### config.mk
export PLATFORM = sky130hd
export DESIGN_NAME = spdif_subframe_rx_flat
export DESIGN_NICKNAME = d
export VERILOG_FILES = /design/src/rtl/spdif_subframe_rx_if.sv /design/src/rtl/spdif_subframe_rx.sv /design/src/flat_wrapper.sv
export SDC_FILE = /design/constraint.sdc
export NUM_CORES = 1
export LEC_CHECK = 0
export CELL_PAD_IN_SITES_DETAIL_PLACEMENT = 1
export CELL_PAD_IN_SITES_GLOBAL_PLACEMENT = 1
export CORE_MARGIN = 2
export CORE_UTILIZATION = 41
export DETAILED_ROUTE_END_ITERATION = 16
export GPL_TIMING_DRIVEN = 0
export HOLD_SLACK_MARGIN = 0.12
export PLACE_DENSITY_LB_ADDON = 0.1
export SLEW_MARGIN = 40
export SYNTH_ARGS = -nofsm -noshare
export SYNTH_HDL_FRONTEND = slang
export SYNTH_SLANG_ARGS = --single-unit
export TNS_END_PERCENT = 50
### constraint.sdc
create_clock -name clk -period 2.6 [get_ports clk]
set_clock_uncertainty 0.15 [all_clocks]
set_input_delay 0.26 -clock clk [delete_from_list [all_inputs] [get_ports clk]]
set_output_delay 0.26 -clock clk [all_outputs]
set_load 0.02 [all_outputs]
### src/rtl/spdif_subframe_rx_if.sv
// spdif_subframe_rx_if: decoded subframe bundle from the S/PDIF front end.
// master = receiver, slave = downstream mixer/FIFO.
interface spdif_subframe_rx_if;
    logic [23:0] sample_o;
    logic [3:0]  ctl_o;
    logic        ch_o;
    logic        blk_o;
    logic        valid_o;
    logic        lock_o;
    logic        err_o;

    modport master (
        output sample_o, ctl_o, ch_o, blk_o,
        output valid_o, lock_o, err_o
    );

    modport slave (
        input sample_o, ctl_o, ch_o, blk_o,
        input valid_o, lock_o, err_o
    );
endinterface

### src/rtl/spdif_subframe_rx.sv
// spdif_subframe_rx: BMC edge-interval S/PDIF subframe decoder.
// Optional: define SPDIF_PARITY_CHECK_EN to reject odd-parity subframes.
module spdif_subframe_rx #(
    parameter int HALF_CLKS = 4,
    parameter int CNT_W     = 8
) (
    input  logic                clk,
    input  logic                rst,
    input  logic                spdif_i,
    spdif_subframe_rx_if.master rx
);
    localparam int WW = CNT_W + 1;
    localparam logic [WW-1:0] LIM_GL = WW'(HALF_CLKS);
    localparam logic [WW-1:0] LIM_1  = WW'(3 * HALF_CLKS);
    localparam logic [WW-1:0] LIM_2  = WW'(5 * HALF_CLKS);
    localparam logic [WW-1:0] LIM_3  = WW'(7 * HALF_CLKS);
    localparam logic [CNT_W-1:0] W_TO = CNT_W'((7 * HALF_CLKS) / 2 + 1);

    typedef enum logic [1:0] {HUNT, PRE, DATA, PREX} state_t;
    typedef enum logic [2:0] {C_GL, C_1T, C_2T, C_3T, C_LONG} cls_t;

    state_t state;
    cls_t cls, p0, p1;
    logic s1, s2, prev;
    logic [CNT_W-1:0] w;
    logic [WW-1:0] w2;
    logic [1:0] pcnt;
    logic [4:0] bcnt;
    logic half;
    logic [27:0] sh;
    logic [27:0] data_nx;
    logic ch_q, blk_q, good;
    logic edge_c, timeout;
    logic pre_b, pre_m, pre_w;
    logic bit_done, last_bit;
    logic err_c, par_err;

    assign edge_c = s2 ^ prev;
    assign w2 = {w, 1'b0};
    assign timeout = !edge_c && (w == W_TO);

    assign pre_b = (p0 == C_1T) && (p1 == C_1T) && (cls == C_3T);
    assign pre_m = (p0 == C_3T) && (p1 == C_1T) && (cls == C_1T);
    assign pre_w = (p0 == C_2T) && (p1 == C_1T) && (cls == C_2T);

    assign bit_done = (state == DATA) && edge_c &&
                      ((cls == C_1T && half) ||
                       (cls == C_2T && !half));
    assign last_bit = (bcnt == 5'd27);
    assign data_nx = {sh[26:0], cls == C_1T};

`ifdef SPDIF_PARITY_CHECK_EN
    assign par_err = bit_done && last_bit && (^data_nx);
`else
    assign par_err = 1'b0;
`endif

    // Classify the interval that ends at the current edge.
    always_comb begin
        cls = C_LONG;
        if (w2 < LIM_GL)
            cls = C_GL;
        else if (w2 <= LIM_1)
            cls = C_1T;
        else if (w2 <= LIM_2)
            cls = C_2T;
        else if (w2 <= LIM_3)
            cls = C_3T;
        else
            cls = C_LONG;
    end

    // Framing/timing error detection; HUNT tolerates anything.
    always_comb begin
        err_c = 1'b0;
        if (edge_c) begin
            unique case (state)
                HUNT: err_c = 1'b0;
                PRE: begin
                    if (pcnt == 2'd2)
                        err_c = !(pre_b || pre_m || pre_w);
                    else
                        err_c = (cls == C_GL) || (cls == C_LONG);
                end
                DATA: err_c = !((cls == C_1T) ||
                                (cls == C_2T && !half));
                PREX: err_c = (cls != C_3T);
            endcase
        end else begin
            err_c = timeout && (state != HUNT);
        end
    end

    // Synchronizer, interval counter, decode FSM and registered outputs.
    always_ff @(posedge clk) begin
        if (rst) begin
            s1          <= 1'b0;
            s2          <= 1'b0;
            prev        <= 1'b0;
            w           <= '0;
            state       <= HUNT;
            p0          <= C_GL;
            p1          <= C_GL;
            pcnt        <= '0;
            bcnt        <= '0;
            half        <= 1'b0;
            sh          <= '0;
            ch_q        <= 1'b0;
            blk_q       <= 1'b0;
            good        <= 1'b0;
            rx.sample_o <= '0;
            rx.ctl_o    <= '0;
            rx.ch_o     <= 1'b0;
            rx.blk_o    <= 1'b0;
            rx.valid_o  <= 1'b0;
            rx.lock_o   <= 1'b0;
            rx.err_o    <= 1'b0;
        end else begin
            s1   <= spdif_i;
            s2   <= s1;
            prev <= s2;
            if (edge_c)
                w <= CNT_W'(1);
            else if (w != '1)
                w <= w + 1'b1;
            rx.valid_o <= 1'b0;
            rx.err_o   <= 1'b0;
            if (err_c || par_err) begin
                rx.err_o  <= 1'b1;
                rx.lock_o <= 1'b0;
                good      <= 1'b0;
                half      <= 1'b0;
                pcnt      <= '0;
                state     <= par_err ? PREX : HUNT;
            end else if (edge_c) begin
                unique case (state)
                    HUNT: begin
                        if (cls == C_3T) begin
                            pcnt  <= '0;
                            state <= PRE;
                        end
                    end
                    PRE: begin
                        p0   <= p1;
                        p1   <= cls;
                        pcnt <= pcnt + 2'd1;
                        if (pcnt == 2'd2) begin
                            ch_q  <= pre_w;
                            blk_q <= pre_b;
                            bcnt  <= '0;
                            half  <= 1'b0;
                            state <= DATA;
                        end
                    end
                    DATA: begin
                        if (bit_done) begin
                            sh   <= data_nx;
                            bcnt <= bcnt + 5'd1;
                            half <= 1'b0;
                            if (last_bit) begin
                                rx.sample_o <= data_nx[27:4];
                                rx.ctl_o    <= data_nx[3:0];
                                rx.ch_o     <= ch_q;
                                rx.blk_o    <= blk_q;
                                rx.valid_o  <= 1'b1;
                                rx.lock_o   <= rx.lock_o | good;
                                good        <= 1'b1;
                                state       <= PREX;
                            end
                        end else begin
                            half <= 1'b1;
                        end
                    end
                    PREX: begin
                        pcnt  <= '0;
                        state <= PRE;
                    end
                endcase
            end
        end
    end
endmodule
### src/flat_wrapper.sv
// flat-port wrapper written by rule: the top's interface ports become plain ports
module spdif_subframe_rx_flat 
#(
    parameter int HALF_CLKS = 4,
    parameter int CNT_W     = 8
)
  (clk, rst, spdif_i, rx_sample_o, rx_ctl_o, rx_ch_o, rx_blk_o, rx_valid_o, rx_lock_o, rx_err_o);
  spdif_subframe_rx_if rx_i ();
  input  logic clk;
  input  logic rst;
  input  logic spdif_i;
  output wire logic [$bits(rx_i.sample_o)-1:0] rx_sample_o;
  output wire logic [$bits(rx_i.ctl_o)-1:0] rx_ctl_o;
  output wire logic [$bits(rx_i.ch_o)-1:0] rx_ch_o;
  output wire logic [$bits(rx_i.blk_o)-1:0] rx_blk_o;
  output wire logic [$bits(rx_i.valid_o)-1:0] rx_valid_o;
  output wire logic [$bits(rx_i.lock_o)-1:0] rx_lock_o;
  output wire logic [$bits(rx_i.err_o)-1:0] rx_err_o;
  assign rx_sample_o = rx_i.sample_o;
  assign rx_ctl_o = rx_i.ctl_o;
  assign rx_ch_o = rx_i.ch_o;
  assign rx_blk_o = rx_i.blk_o;
  assign rx_valid_o = rx_i.valid_o;
  assign rx_lock_o = rx_i.lock_o;
  assign rx_err_o = rx_i.err_o;
  spdif_subframe_rx #(.HALF_CLKS(HALF_CLKS), .CNT_W(CNT_W)) u_core (.clk(clk), .rst(rst), .spdif_i(spdif_i), .rx(rx_i));
endmodule
==> summary.txt <==
Synth
  • Primary FF master, synth: sky130_fd_sc_hd__dfxtp_1
  • Post-synthesis compound-gate area fraction: 11.7%
  • Cell area after synthesis: 0.00415 mm^2
  • Synthesized flop and latch total: 90
  • Combinational family with the most area after synthesis: simple AND/OR/NAND/NOR gates
  • Nets in the synthesized netlist: 431
  • Post-synthesis cell type count: 59
  • Xor/xnor cell area share of the yosys netlist: 0.843%
  • Number of synthesis warnings: 0
  • Async SR Flop Fraction: 0%
  • Portion of the post-synthesis area used by sequential elements: 43.4%
  • Post-synthesis adder-cell area fraction: 2.71%
  • Largest cells by area after synthesis: sky130_fd_sc_hd__dfxtp_1, sky130_fd_sc_hd__mux2i_1, sky130_fd_sc_hd__nand2b_1, sky130_fd_sc_hd__ha_1, sky130_fd_sc_hd__a21oi_1
  • Area share of the leading cell type in the synthesized netlist: 43.4%
  • Cell type with the highest aggregate area in the netlist: sky130_fd_sc_hd__dfxtp_1
  • Number of synthesized flops with an enable pin: 0
  • Mapped Avg Cell Area: 9.91 um^2
  • Instance count of the mapped netlist: 419
  • Proportion of synthesized area in mux cells: 16.2%
  • Simple-gate area share of the yosys netlist: 20.5%

Route
  • Final Routed Wirelength: 10600 um
  • TritonRoute pass-1 iters: 4
  • # DRC: 0
  • Number of nets with antenna violations after routing: 0
  • Ratio of routed vias to standard cells: 5.25
  • Vias post-DR: 3242
  • DR WL/cell: 17.2 um
  • 1st-iter DRT viols: 68

Timing
  • Sum Neg Setup Slack: -6.37 ns
  • Setup repair after global routing missed its margin: true
  • Finish-stage setup viols: 68
  • Min setup slack post-route: -0.182 ns
  • Remaining max-slew budget at the tightest pin: 51.7%
  • Number of max-slew violations in the final report: 0
  • Final critical delay including setup and external delays: 2.78 ns
  • Actual slew at the worst max-slew pin: 0.722 ns
  • Share of the clock period used by the worst path after layout: 107%
  • Maximum frequency from static timing analysis: 359 MHz
  • Final Hold Violating Endpoints: 0
  • Hold Slack: 0.285 ns

Final layout
  • Leading cell types in the layout, fill and taps excluded: sky130_fd_sc_hd__dfxtp_1, sky130_fd_sc_hd__nand2b_1, sky130_fd_sc_hd__mux2i_1
  • Layout-stage area growth over the synthesis result: 26.9%
  • Number of cells in the finished layout apart from fillers: 617
  • Leading cell type in the layout, fill and taps excluded: sky130_fd_sc_hd__dfxtp_1
  • Finished Cell Area: 0.00527 mm^2
  • Share of post-route cells with drive strength above 1: 14.9%
  • Number of diodes: 0
  • Total of fill cells in the finished design: 1118
  • Final layout net count: 491

Placed design
  • Final weighted congestion in routability-driven placement: 0.848
  • Standard cell area after detailed placement: 0.00471 mm^2
  • Buffers on Ports: 34
  • Detailed-placement wirelength estimate: 7090 um
  • Number of cells in the design after placement: 586
  • Pre-CTS setup slack: -0.622 ns

Critical path
  • Worst-path cell chain: or4_4 > buf_6 > nor3_4 > a31oi_4 > a211oi_4 > o2111a_1 > buf_6 > clkbuf_16 > mux2i_1
  • Critical path buffers and inverters: 3
  • Max incr delay on CP: 0.56 ns
  • Data required time at the worst endpoint: 2.75 ns
  • CP dominant cell by count: sky130_fd_sc_hd__buf_6
  • CP max stage cell: sky130_fd_sc_hd__or4_4
  • Element type at the critical path start: flip-flop
  • Category of the worst setup path capture point: flip-flop
  • Category of the most critical setup path: reg2reg
  • Largest delay share family, worst path: simple AND/OR/NAND/NOR gates
  • Critical path peak fanout: 6
  • CP arrival: 2.93 ns

CTS
  • H-tree depth: 3
  • Sinks on the clock net: 90
  • Root cell of the clock tree: sky130_fd_sc_hd__clkbuf_8
  • Skew-Pair Late Insertion Delay: 0.38 ns
  • Clock input transition at the sequential cells of the worst setup and hold paths: 0.10 ns
  • CTS tree: built
  • CTS buffer count: 9
  • Total of hold buffers inserted after clock tree synthesis: 0
  • Max clock buf depth: 2

Min path
  • Class of the tightest hold or removal check: in2reg

Die
  • Row count: 36
  • Floorplan die height: 105 um
  • Core Region: 0.00982 mm^2
  • Die area: 0.0110 mm^2
  • DIE WIDTH: 105 um
  • Effective utilization at floorplan: 42.3%
  • # IOs: 36

GRT
  • Initial antenna violation count: 0
  • Global-route wire length before repair: 16700 um
  • Via count of the first global-routing pass: 3281
  • Leftover overflow at the end of global routing: 0
  • Maximum number of pins on one net before global-route repair: 17
  • Total routing resource utilization after global routing: 19.0%

Run
  • Max capacitance violation total: 0

Pwr
  • Static power due to leakage: 2.01 nW
  • Peak ir drop on the vdd network: 0.286 mV
  • Power density over the cells: 471 mW/mm^2

Run status
  • Outcome: complete, but fails checks
  • Failing checks: negative setup slack
## stage by stage
stage               power [mW]  util [%]
CTS                       2.50      52.5
global route              2.56      53.7
floorplan                 1.49         -
global placement          1.52      47.9
finish                    2.48      53.7
detailed placement        1.52      47.9
## timing repair
| action | CTS | global route |
|---|---|---|
| setup buffers | 13 | 2 |
| setup endpoints to repair | 79 | 80 |
| pin swaps | 4 | 10 |
| gates cloned | 2 | 2 |
| gates resized for setup | 24 | 17 |
## state kept, by name (all words and copies together), names as in the netlist
signal	count
u_core.half	1
u_core.rx.ch_o	1
u_core.rx.valid_o	1
u_core.prev	1
u_core.p1	3
u_core.blk_q	1
u_core.w	8
u_core.rx.lock_o	1
u_core.rx.ctl_o	4
u_core.bcnt	5
u_core.good	1
u_core.s1	1
u_core.s2	1
u_core.rx.blk_o	1
u_core.pcnt	2
u_core.p0	3
u_core.rx.err_o	1
u_core.state	2
u_core.sh	27
u_core.rx.sample_o	24
u_core.ch_q	1
## final timing paths
check	from	to	slack (ns)	depth (start not counted)
max	u_core.w[4]	u_core.sh[8]	-0.18	9
min	spdif_i	u_core.s1	0.29	2
max reg2reg	u_core.w[4]	u_core.sh[8]	-0.18	9
min reg2reg	u_core.s1	u_core.s2	0.30	1
## power by group
part	switching, mW	internal, mW	leakage, nW
Combinational	0.0600	0.0400	1.18
Clock	0.543	0.451	0.100
Sequential	0.00692	1.38	0.728
## layout make-up
| cell class | instances | area (um^2) | share of cell area, % |
|---|---|---|---|
| Timing Repair Buffer | 52 | 578 | 11.0 |
| Multi-Input combinational cell | 291 | 2310 | 43.9 |
| Buffer | 22 | 153 | 2.90 |
| Clock buffer | 9 | 124 | 2.35 |
| Inverter | 13 | 48.8 | 0.926 |
| Tap cell | 133 | 166 | 3.16 |
| Clock inverter | 7 | 73.8 | 1.40 |
| Sequential cell | 90 | 1810 | 34.4 |
## cell usage after synthesis (2+ instances only)
library cell / count
sky130_fd_sc_hd__mux2i_1: 66
sky130_fd_sc_hd__a211oi_1: 2
sky130_fd_sc_hd__nor2b_1: 7
sky130_fd_sc_hd__or2_2: 4
sky130_fd_sc_hd__clkbuf_1: 18
sky130_fd_sc_hd__nand2b_1: 70
sky130_fd_sc_hd__nor3_1: 4
sky130_fd_sc_hd__a2111oi_0: 3
sky130_fd_sc_hd__nand2_1: 12
sky130_fd_sc_hd__o2111ai_1: 4
sky130_fd_sc_hd__or3_1: 5
sky130_fd_sc_hd__buf_12: 2
sky130_fd_sc_hd__dfxtp_1: 90
sky130_fd_sc_hd__nor4_1: 2
sky130_fd_sc_hd__or4_1: 4
sky130_fd_sc_hd__and2_1: 3
sky130_fd_sc_hd__o32ai_1: 2
sky130_fd_sc_hd__nand3_1: 10
sky130_fd_sc_hd__nor2_1: 13
sky130_fd_sc_hd__o21ai_0: 12
sky130_fd_sc_hd__o21bai_1: 2
sky130_fd_sc_hd__a21oi_1: 14
sky130_fd_sc_hd__ha_1: 9
sky130_fd_sc_hd__and3_1: 4
sky130_fd_sc_hd__o221ai_1: 2
sky130_fd_sc_hd__inv_1: 13
sky130_fd_sc_hd__xnor2_1: 3
sky130_fd_sc_hd__a31oi_1: 6
sky130_fd_sc_hd__o211a_1: 2
sky130_fd_sc_hd__buf_4: 2
## metal layers
layer / vias up / part of all wire, % / track usage, %
met4: 0 / 1.3 / 6.57
met5: - / 0 / 0
met2: 35 / 47 / 30.9
met1: 1603 / 49 / 25.5
li1: 1591 / - / -
met3: 13 / 2.9 / 3.37
## logic make-up after synthesis
kind of cell,after synthesis
simple gates,145
flops,90
mux,67
compound gates,66
buf+inv,38
fa+ha+maj,9
xor+xnor,4
## worst reg2reg max path, cell delays in order, from the launching register on
cell	delay (ns)
sky130_fd_sc_hd__dfxtp_4	0.35
sky130_fd_sc_hd__or4_4	0.56
sky130_fd_sc_hd__buf_6	0.16
sky130_fd_sc_hd__nor3_4	0.23
sky130_fd_sc_hd__a31oi_4	0.15
sky130_fd_sc_hd__a211oi_4	0.34
sky130_fd_sc_hd__o2111a_1	0.23
sky130_fd_sc_hd__buf_6	0.17
sky130_fd_sc_hd__clkbuf_16	0.17
sky130_fd_sc_hd__mux2i_1	0.21
Note: power is estimated with default switching activity, not from simulation.
